## config.mk

```make
export PLATFORM = sky130hd
export DESIGN_NAME = des_key_schedule
export DESIGN_NICKNAME = d
export VERILOG_FILES = /design/src/rtl/des_key_schedule.sv
export SDC_FILE = /design/constraint.sdc
export NUM_CORES = 1
export LEC_CHECK = 0
export CORE_UTILIZATION = 55
export CTS_CLUSTER_SIZE = 24
export DETAILED_ROUTE_END_ITERATION = 12
export GPL_TIMING_DRIVEN = 0
export HOLD_SLACK_MARGIN = 0.03
export PLACE_DENSITY = 0.86
export SETUP_SLACK_MARGIN = 0.15
export SLEW_MARGIN = 20
export SYNTH_ARGS = -nofsm -noshare
export SYNTH_HDL_FRONTEND = slang
export SYNTH_SLANG_ARGS = --single-unit
```

## constraint.sdc

```tcl
create_clock -name clk -period 4.25 [get_ports clk]
set_input_delay 0.85 -clock clk [delete_from_list [all_inputs] [get_ports clk]]
set_output_delay 0.85 -clock clk [all_outputs]
set_load 0.01 [all_outputs]
```

## src/rtl/des_key_schedule.sv

```systemverilog
// DES key schedule: accepts a 64-bit key and streams the 16 round subkeys
// (forward for encryption, reversed for decryption) over a valid/ready port.
module des_key_schedule (
   input  logic        clk,
   input  logic        rst,
   input  logic [0:63] key_in,
   input  logic        key_decrypt,
   input  logic        key_valid,
   output logic        key_ready,
   output logic [0:47] subkey,
   output logic [3:0]  subkey_round,
   output logic        subkey_last,
   output logic        subkey_valid,
   input  logic        subkey_ready
);

   // PC-1 / PC-2 stored 0-based (DES bit n -> index n-1), MSB-first.
   localparam logic [5:0] PC1 [56] = '{
      6'd56, 6'd48, 6'd40, 6'd32, 6'd24, 6'd16, 6'd8,
      6'd0,  6'd57, 6'd49, 6'd41, 6'd33, 6'd25, 6'd17,
      6'd9,  6'd1,  6'd58, 6'd50, 6'd42, 6'd34, 6'd26,
      6'd18, 6'd10, 6'd2,  6'd59, 6'd51, 6'd43, 6'd35,
      6'd62, 6'd54, 6'd46, 6'd38, 6'd30, 6'd22, 6'd14,
      6'd6,  6'd61, 6'd53, 6'd45, 6'd37, 6'd29, 6'd21,
      6'd13, 6'd5,  6'd60, 6'd52, 6'd44, 6'd36, 6'd28,
      6'd20, 6'd12, 6'd4,  6'd27, 6'd19, 6'd11, 6'd3};

   localparam logic [5:0] PC2 [48] = '{
      6'd13, 6'd16, 6'd10, 6'd23, 6'd0,  6'd4,
      6'd2,  6'd27, 6'd14, 6'd5,  6'd20, 6'd9,
      6'd22, 6'd18, 6'd11, 6'd3,  6'd25, 6'd7,
      6'd15, 6'd6,  6'd26, 6'd19, 6'd12, 6'd1,
      6'd40, 6'd51, 6'd30, 6'd36, 6'd46, 6'd54,
      6'd29, 6'd39, 6'd50, 6'd44, 6'd32, 6'd47,
      6'd43, 6'd48, 6'd38, 6'd55, 6'd33, 6'd52,
      6'd45, 6'd41, 6'd49, 6'd35, 6'd28, 6'd31};

   typedef enum logic {IDLE = 1'b0, RUN = 1'b1} state_t;

   state_t      state, state_nxt;
   logic [0:27] c_q, d_q;
   logic [3:0]  cnt_q;
   logic        mode_q;      // 1 = decrypt (reverse order)
   logic        accept, advance;
   logic [0:55] cd0;

   function automatic logic [0:55] pc1(input logic [0:63] k);
      logic [0:55] r;
      for (int i = 0; i < 56; i++) r[i] = k[PC1[i]];
      return r;
   endfunction

   function automatic logic [0:47] pc2(input logic [0:55] cd);
      logic [0:47] r;
      for (int i = 0; i < 48; i++) r[i] = cd[PC2[i]];
      return r;
   endfunction

   // Round shift for 0-based round index k is 1 for rounds 1,2,9,16, else 2.
   function automatic logic two_step(input logic [3:0] k);
      return !(k == 4'd0 || k == 4'd1 || k == 4'd8 || k == 4'd15);
   endfunction

   function automatic logic [0:27] rotl(input logic [0:27] x, input logic two);
      return two ? {x[2:27], x[0:1]} : {x[1:27], x[0]};
   endfunction

   function automatic logic [0:27] rotr(input logic [0:27] x, input logic two);
      return two ? {x[26:27], x[0:25]} : {x[27], x[0:26]};
   endfunction

   assign cd0     = pc1(key_in);
   assign accept  = key_ready && key_valid;
   assign advance = subkey_valid && subkey_ready;

   // State register.
   always_ff @(posedge clk or posedge rst) begin
      if (rst) state <= IDLE;
      else     state <= state_nxt;
   end

   // Next state and handshake outputs.
   always_comb begin
      state_nxt    = state;
      key_ready    = 1'b0;
      subkey_valid = 1'b0;
      case (state)
         IDLE: begin
            key_ready = 1'b1;
            if (key_valid) state_nxt = RUN;
         end
         RUN: begin
            subkey_valid = 1'b1;
            if (subkey_ready && cnt_q == 4'd15) state_nxt = IDLE;
         end
         default: state_nxt = IDLE;
      endcase
   end

   // C/D halves, round counter and mode. Encrypt holds C(n+1) at count n and
   // steps forward by the next round's shift; decrypt holds C(16-n) and steps
   // back by undoing round (16-n)'s shift, i.e. shift index 15-n.
   always_ff @(posedge clk or posedge rst) begin
      if (rst) begin
         c_q    <= '0;
         d_q    <= '0;
         cnt_q  <= '0;
         mode_q <= 1'b0;
      end else if (accept) begin
         mode_q <= key_decrypt;
         cnt_q  <= '0;
         if (key_decrypt) begin
            c_q <= cd0[0:27];
            d_q <= cd0[28:55];
         end else begin
            c_q <= rotl(cd0[0:27], 1'b0);
            d_q <= rotl(cd0[28:55], 1'b0);
         end
      end else if (advance && cnt_q != 4'd15) begin
         cnt_q <= cnt_q + 4'd1;
         if (mode_q) begin
            c_q <= rotr(c_q, two_step(4'd15 - cnt_q));
            d_q <= rotr(d_q, two_step(4'd15 - cnt_q));
         end else begin
            c_q <= rotl(c_q, two_step(cnt_q + 4'd1));
            d_q <= rotl(d_q, two_step(cnt_q + 4'd1));
         end
      end
   end

   // Subkey outputs are forced to zero outside RUN.
   always_comb begin
      subkey       = '0;
      subkey_round = '0;
      subkey_last  = 1'b0;
      if (subkey_valid) begin
         subkey       = pc2({c_q, d_q});
         subkey_round = mode_q ? 4'd15 - cnt_q : cnt_q;
         subkey_last  = (cnt_q == 4'd15);
      end
   end

endmodule

```

==> Yosys cells after proc, flatten, opt, wreduce, memory -nomap -nowiden <==
Cells that the tools add are included.
{ "word_totals": {"elab_cells": 52, "in_bits": 69, "output_inout_bits": 55, "regBits": 62} }
{ "op_classes": {"n_bitwise": 1, "n_eq_ne": 8, "muxes": 23, "n_reduce_logical": 13, "n_addsub": 2} }
{ "ops": {"columns": ["cell", "count"], "rows": [
  ["2-to-1 mux 28 bit", 12],
  ["2-to-1 mux 48 bit", 1],
  ["equality test 4 bit (second input constant)", 5],
  ["2-to-1 mux 4 bit", 4],
  ["equality test 4 x 1 -> 1 bit (second input constant)", 2],
  ["zero test 4 bit", 2],
  ["logical OR 1 bit", 6],
  ["2-to-1 mux 1 bit", 5],
  ["adder 4 x 1 -> 4 bit (second input constant)", 1],
  ["logical AND 1 bit", 4],
  ["!= test 4 bit (second input constant)", 1],
  ["subtractor 4 bit (first input constant)", 1],
  ["one-hot mux 1 bit (2 select lines)", 1],
  ["nonzero test 2 bit", 1],
  ["inverter 1 bit", 1]
]} }

==> Logic depth before layout (Yosys ltp) <==
{ "logic_depth": {"ltp_word": 9, "ltp_mapped": 9, "depth_no_buf": 7} }

==> Least setup slack after synthesis <==
No wires, ideal clock.
{ "synth_path": {"kind": "input port to flip-flop", "startpoint": "input key_decrypt", "endpoint": "register c_q[19] (netlist bit)", "stages": 6, "setup_ps": 121, "required_ps": 4129, "n_path_buf": 2, "arrival_ps": 2011, "setup_slack_ps": 2118, "cell_sequence": "buf_2 buf_2 mux2_2 a21oi_1 o21ai_0 o22a_1"} }
{ "synth_via": {"elab_chain_cells": 2} }
{ "synth_lines": {"columns": ["item", "line_no", "text"], "rows": [
  ["from (decl)", "7", "input logic key_decrypt,"],
  ["2-to-1 mux 28 bit", "112", "if (key_decrypt) begin"],
  ["2-to-1 mux 28 bit", "109", "end else if (accept) begin"],
  ["to (signal assigned)", "113", "c_q <= cd0[0:27];"],
  ["to (signal assigned)", "116", "c_q <= rotl(cd0[0:27], 1'b0);"],
  ["to (signal assigned)", "122", "c_q <= rotr(c_q, two_step(4'd15 - cnt_q));"],
  ["to (decl)", "41", "logic [0:27] c_q, d_q;"]
]} }
Every way passes these cells.
A chain may end at the register's enable or synchronous reset.

==> Final worst setup path <==
{ "layout_path": {"startpoint": "register state", "endpoint": "output subkey[7] (netlist bit)"} }
{ "layout_via": {"elab_chain_cells": 2} }
{ "layout_lines": {"columns": ["item", "line_no", "text"], "rows": [
  ["from (decl)", "40", "state_t state, state_nxt;"],
  ["from (signal assigned)", "79", "else state <= state_nxt;"],
  ["2-to-1 mux 1 bit", "87", "case (state)"],
  ["2-to-1 mux 48 bit", "136", "if (subkey_valid) begin"],
  ["to (decl)", "10", "output logic [0:47] subkey,"]
]} }
Every way passes these cells.

==> run_results.csv <==
group,metric,value,unit
run_status,status,"completed",
global_routing,antenna_found_initial,0,
timing,worst_pin_slew,0.665,ns
timing,slew_violations,0,
synthesis,synth_edf_count,0,
timing,setup_viol,0,
critical_path,critPathLaunchType,"flop",
drt,vias_per_cell,6.46,
critical_path,path_cells,"buf_4, clkbuf_1, clkbuf_1, and2_1, clkdlybuf4s50_1",
global_routing,grt_max_degree,56,
synthesis,ys_seq_area_share,27.0,%
global_routing,grt_pass1_vias,5897,
clocking,cts_tree,"done",
global_routing,grt_pass1_wl,29000,um
clocking,htreeDepth,3,
clocking,clock_latency,0.35,ns
clocking,cts.sinks,62,
flow_run,cap_viol_max_count,0,
timing,clock_skew,0.0100,ns
timing,period_needed,3.55,ns
floorplan,core,9950,um^2
clocking,cts_hold_buf,0,
clocking,post_cts_buffers,0,
floorplan,row_count,36,
synthesis,yosysWarnings,0,
cells_and_area,areaGrowthSynthToFinish,26.3,%
critical_path,end_kind,"primary output",
clocking,clockRootBuffer,"clkbuf_8",
clocking,clockBufferDepth,2,
drt,vias,6099,
placement,hpwl,12800,um
critical_path,crit_required,3.40,ns
cells_and_area,drive_above_1_share,13.8,%
clocking,path_clk_slew,0.07,ns
drt,drtIter0Drc,509,
synthesis,synthTopCellsByArea,"dfrtp_1, mux2i_1, mux2_2",
critical_path,cpPeakStageDelay,0.55,ns
synthesis,synth_cell_type_count,43,
drt,totalWireLength,17900,um
floorplan,die_w,104,um
drt,wl_per_cell,18.9,um
timing,setup_tns,0,ns
drt,ant_nets,0,
timing,rsz0062_at_grt,"no",
placement,place.gp.congestion,0.911,
clocking,numCtsBuffers,9,
critical_path,critical_path.max_fanout,10,
cells_and_area,nFillCells,771,
timing,slew_headroom,55.7,%
synthesis,synth.most_common_cell,"a21oi_1",
global_routing,track_usage,33.0,%
synthesis,synth_area,5750,um^2
synthesis,syn_nets,755,
timing,min_period_over_period,83.6,%
drt,drt_first_pass_iters,5,
cells_and_area,nets,881,
critical_path,crit_type,"reg -> out",
synthesis,ys.flop_type,"dfrtp_1",
critical_path,arrival,2.70,ns
cells_and_area,multi_input_area,3780,um^2
pwr,p_per_area,879,nW/um^2
floorplan,start_util,57.8,%
floorplan,ios,124,
timing,hold_viol,0,
cells_and_area,seq_area,1550,um^2
placement,portBuffers,114,
synthesis,async_flop_share,100,%
cells_and_area,diodes,0,
pwr,power_leakage,0.00288,uW
hold_path,hp-class,"reg -> reg",
timing,fmaxAchievable,282,MHz
drt,drcViolationCount,0,
synthesis,synthTopCellsByCount,"a21oi_1, o21ai_0, mux2i_1, dfrtp_1, nand3_1",
synthesis,synth_top_cell_area_share,27.0,%
synthesis,synth_top_area_cell,"dfrtp_1",
pwr,irDropWorstVdd,0.464,mV
timing,layout_setup_ws,0.698,ns
clocking,cts_resized,0,
critical_path,cp_slowest_cell,"clkdlybuf4s50_1",
global_routing,overflow,0,
floorplan,die-area,10900,um^2
synthesis,ys_ff_latch,62,
synthesis,syn_avg_cell_area,8.43,um^2
critical_path,crit_top_cell,"clkbuf_1",
placement,place_ws,1.10,ns
floorplan,die_h,104,um
synthesis,syn_inst,682,
-- per-stage QoR --
step	hold slack, ns	util [%]	instances	cell area [um^2]	total power (uW)
6_report	0.603	73.0	944	7260	6380
4_1_cts	0.587	73.0	944	7260	6310
2_1_floorplan	0.533	-	682	5750	4260
3_5_place_dp	0.575	71.2	930	7090	5800
3_3_place_gp	0.554	70.9	929	7060	5660
5_1_grt	0.615	73.0	944	7260	6840
-- final timing paths --
path | start | to | slack [ns] | cells past startpoint
max | state$_DFF_PP0_ | subkey[7] | 0.70 | 5
min | d_q[14]$_DFFE_PP0P_ | d_q[14]$_DFFE_PP0P_ | 0.60 | 1
max reg2reg | cnt_q[0]$_DFFE_PP0P_ | c_q[7]$_DFFE_PP0P_ | 1.87 | 9
min reg2reg | d_q[14]$_DFFE_PP0P_ | d_q[14]$_DFFE_PP0P_ | 0.60 | 1
max in group asynchronous | rst | d_q[4]$_DFFE_PP0P_ | 3.02 | 3
min in group asynchronous | rst | d_q[21]$_DFFE_PP0P_ | 0.73 | 2
-- per-layer routing --
| metal | wire length (um) | global-route usage [%] | vias up |
|---|---|---|---|
| li1 | - | - | 2787 |
| met3 | 1250 | 4.70 | 58 |
| met4 | 630 | 15.2 | 0 |
| met5 | 0 | 0 | - |
| met1 | 7450 | 43.1 | 2937 |
| met2 | 8540 | 53.9 | 317 |
-- report_power, final --
| group | internal (uW) | switching, uW | leakage (uW) |
|---|---|---|---|
| clock network | 253 | 233 | 0.0000914 |
| logic | 2250 | 2270 | 0.00208 |
| registers | 906 | 472 | 0.000705 |
-- final cells by class --
class                      count  area share, %
clock inverter                 1         0.0689
buffer                        73           5.55
timing repair buffer         115           16.1
sequential                    62           21.4
clock buffer                  13           2.33
multi-input combinational    542           52.0
tap                          133           2.29
inverter                       5          0.293
-- cells in the final DEF, fill, tap and decap left out, types with 2 or more instances in the layout --
| cell | n |
|---|---|
| buf_2 | 19 |
| buf_4 | 9 |
| o32a_1 | 2 |
| and2_1 | 48 |
| clkdlybuf4s50_1 | 114 |
| mux2i_1 | 65 |
| nand3_1 | 51 |
| clkbuf_8 | 12 |
| buf_1 | 3 |
| o22a_1 | 48 |
| a31oi_1 | 6 |
| nand2_1 | 5 |
| clkbuf_1 | 35 |
| mux2_2 | 48 |
| o21ai_1 | 18 |
| inv_1 | 3 |
| buf_8 | 3 |
| nor2_1 | 16 |
| ha_1 | 4 |
| and3_1 | 6 |
| a21o_1 | 8 |
| a21oi_2 | 2 |
| a211oi_1 | 6 |
| xnor2_1 | 5 |
| nand3_2 | 2 |
| buf_6 | 5 |
| dfrtp_1 | 62 |
| o21ai_0 | 89 |
| a21oi_1 | 98 |
-- flip-flops by register name, summed over array words and instances (netlist names) --
signal  count
cnt_q       4
mode_q      1
state       1
d_q        28
c_q        28
-- critical path: cells and delay by family (launching register included) --
kind / cells / cell delay (ns)
buffers and inverters: 4 / 1.74
DFF: 1 / 0.36
and+or+nand+nor: 1 / 0.25
-- cell families after synthesis --
group | after synthesis | share of synthesized area, %
compound gates | 284 | 29.8
simple gates | 134 | 13.0
mux | 114 | 21.1
buf+inv | 78 | 7.33
flops | 62 | 27.0
xor+xnor | 6 | 0.914
fa+ha+maj | 4 | 0.870
Power figures use the tool's default switching activity.
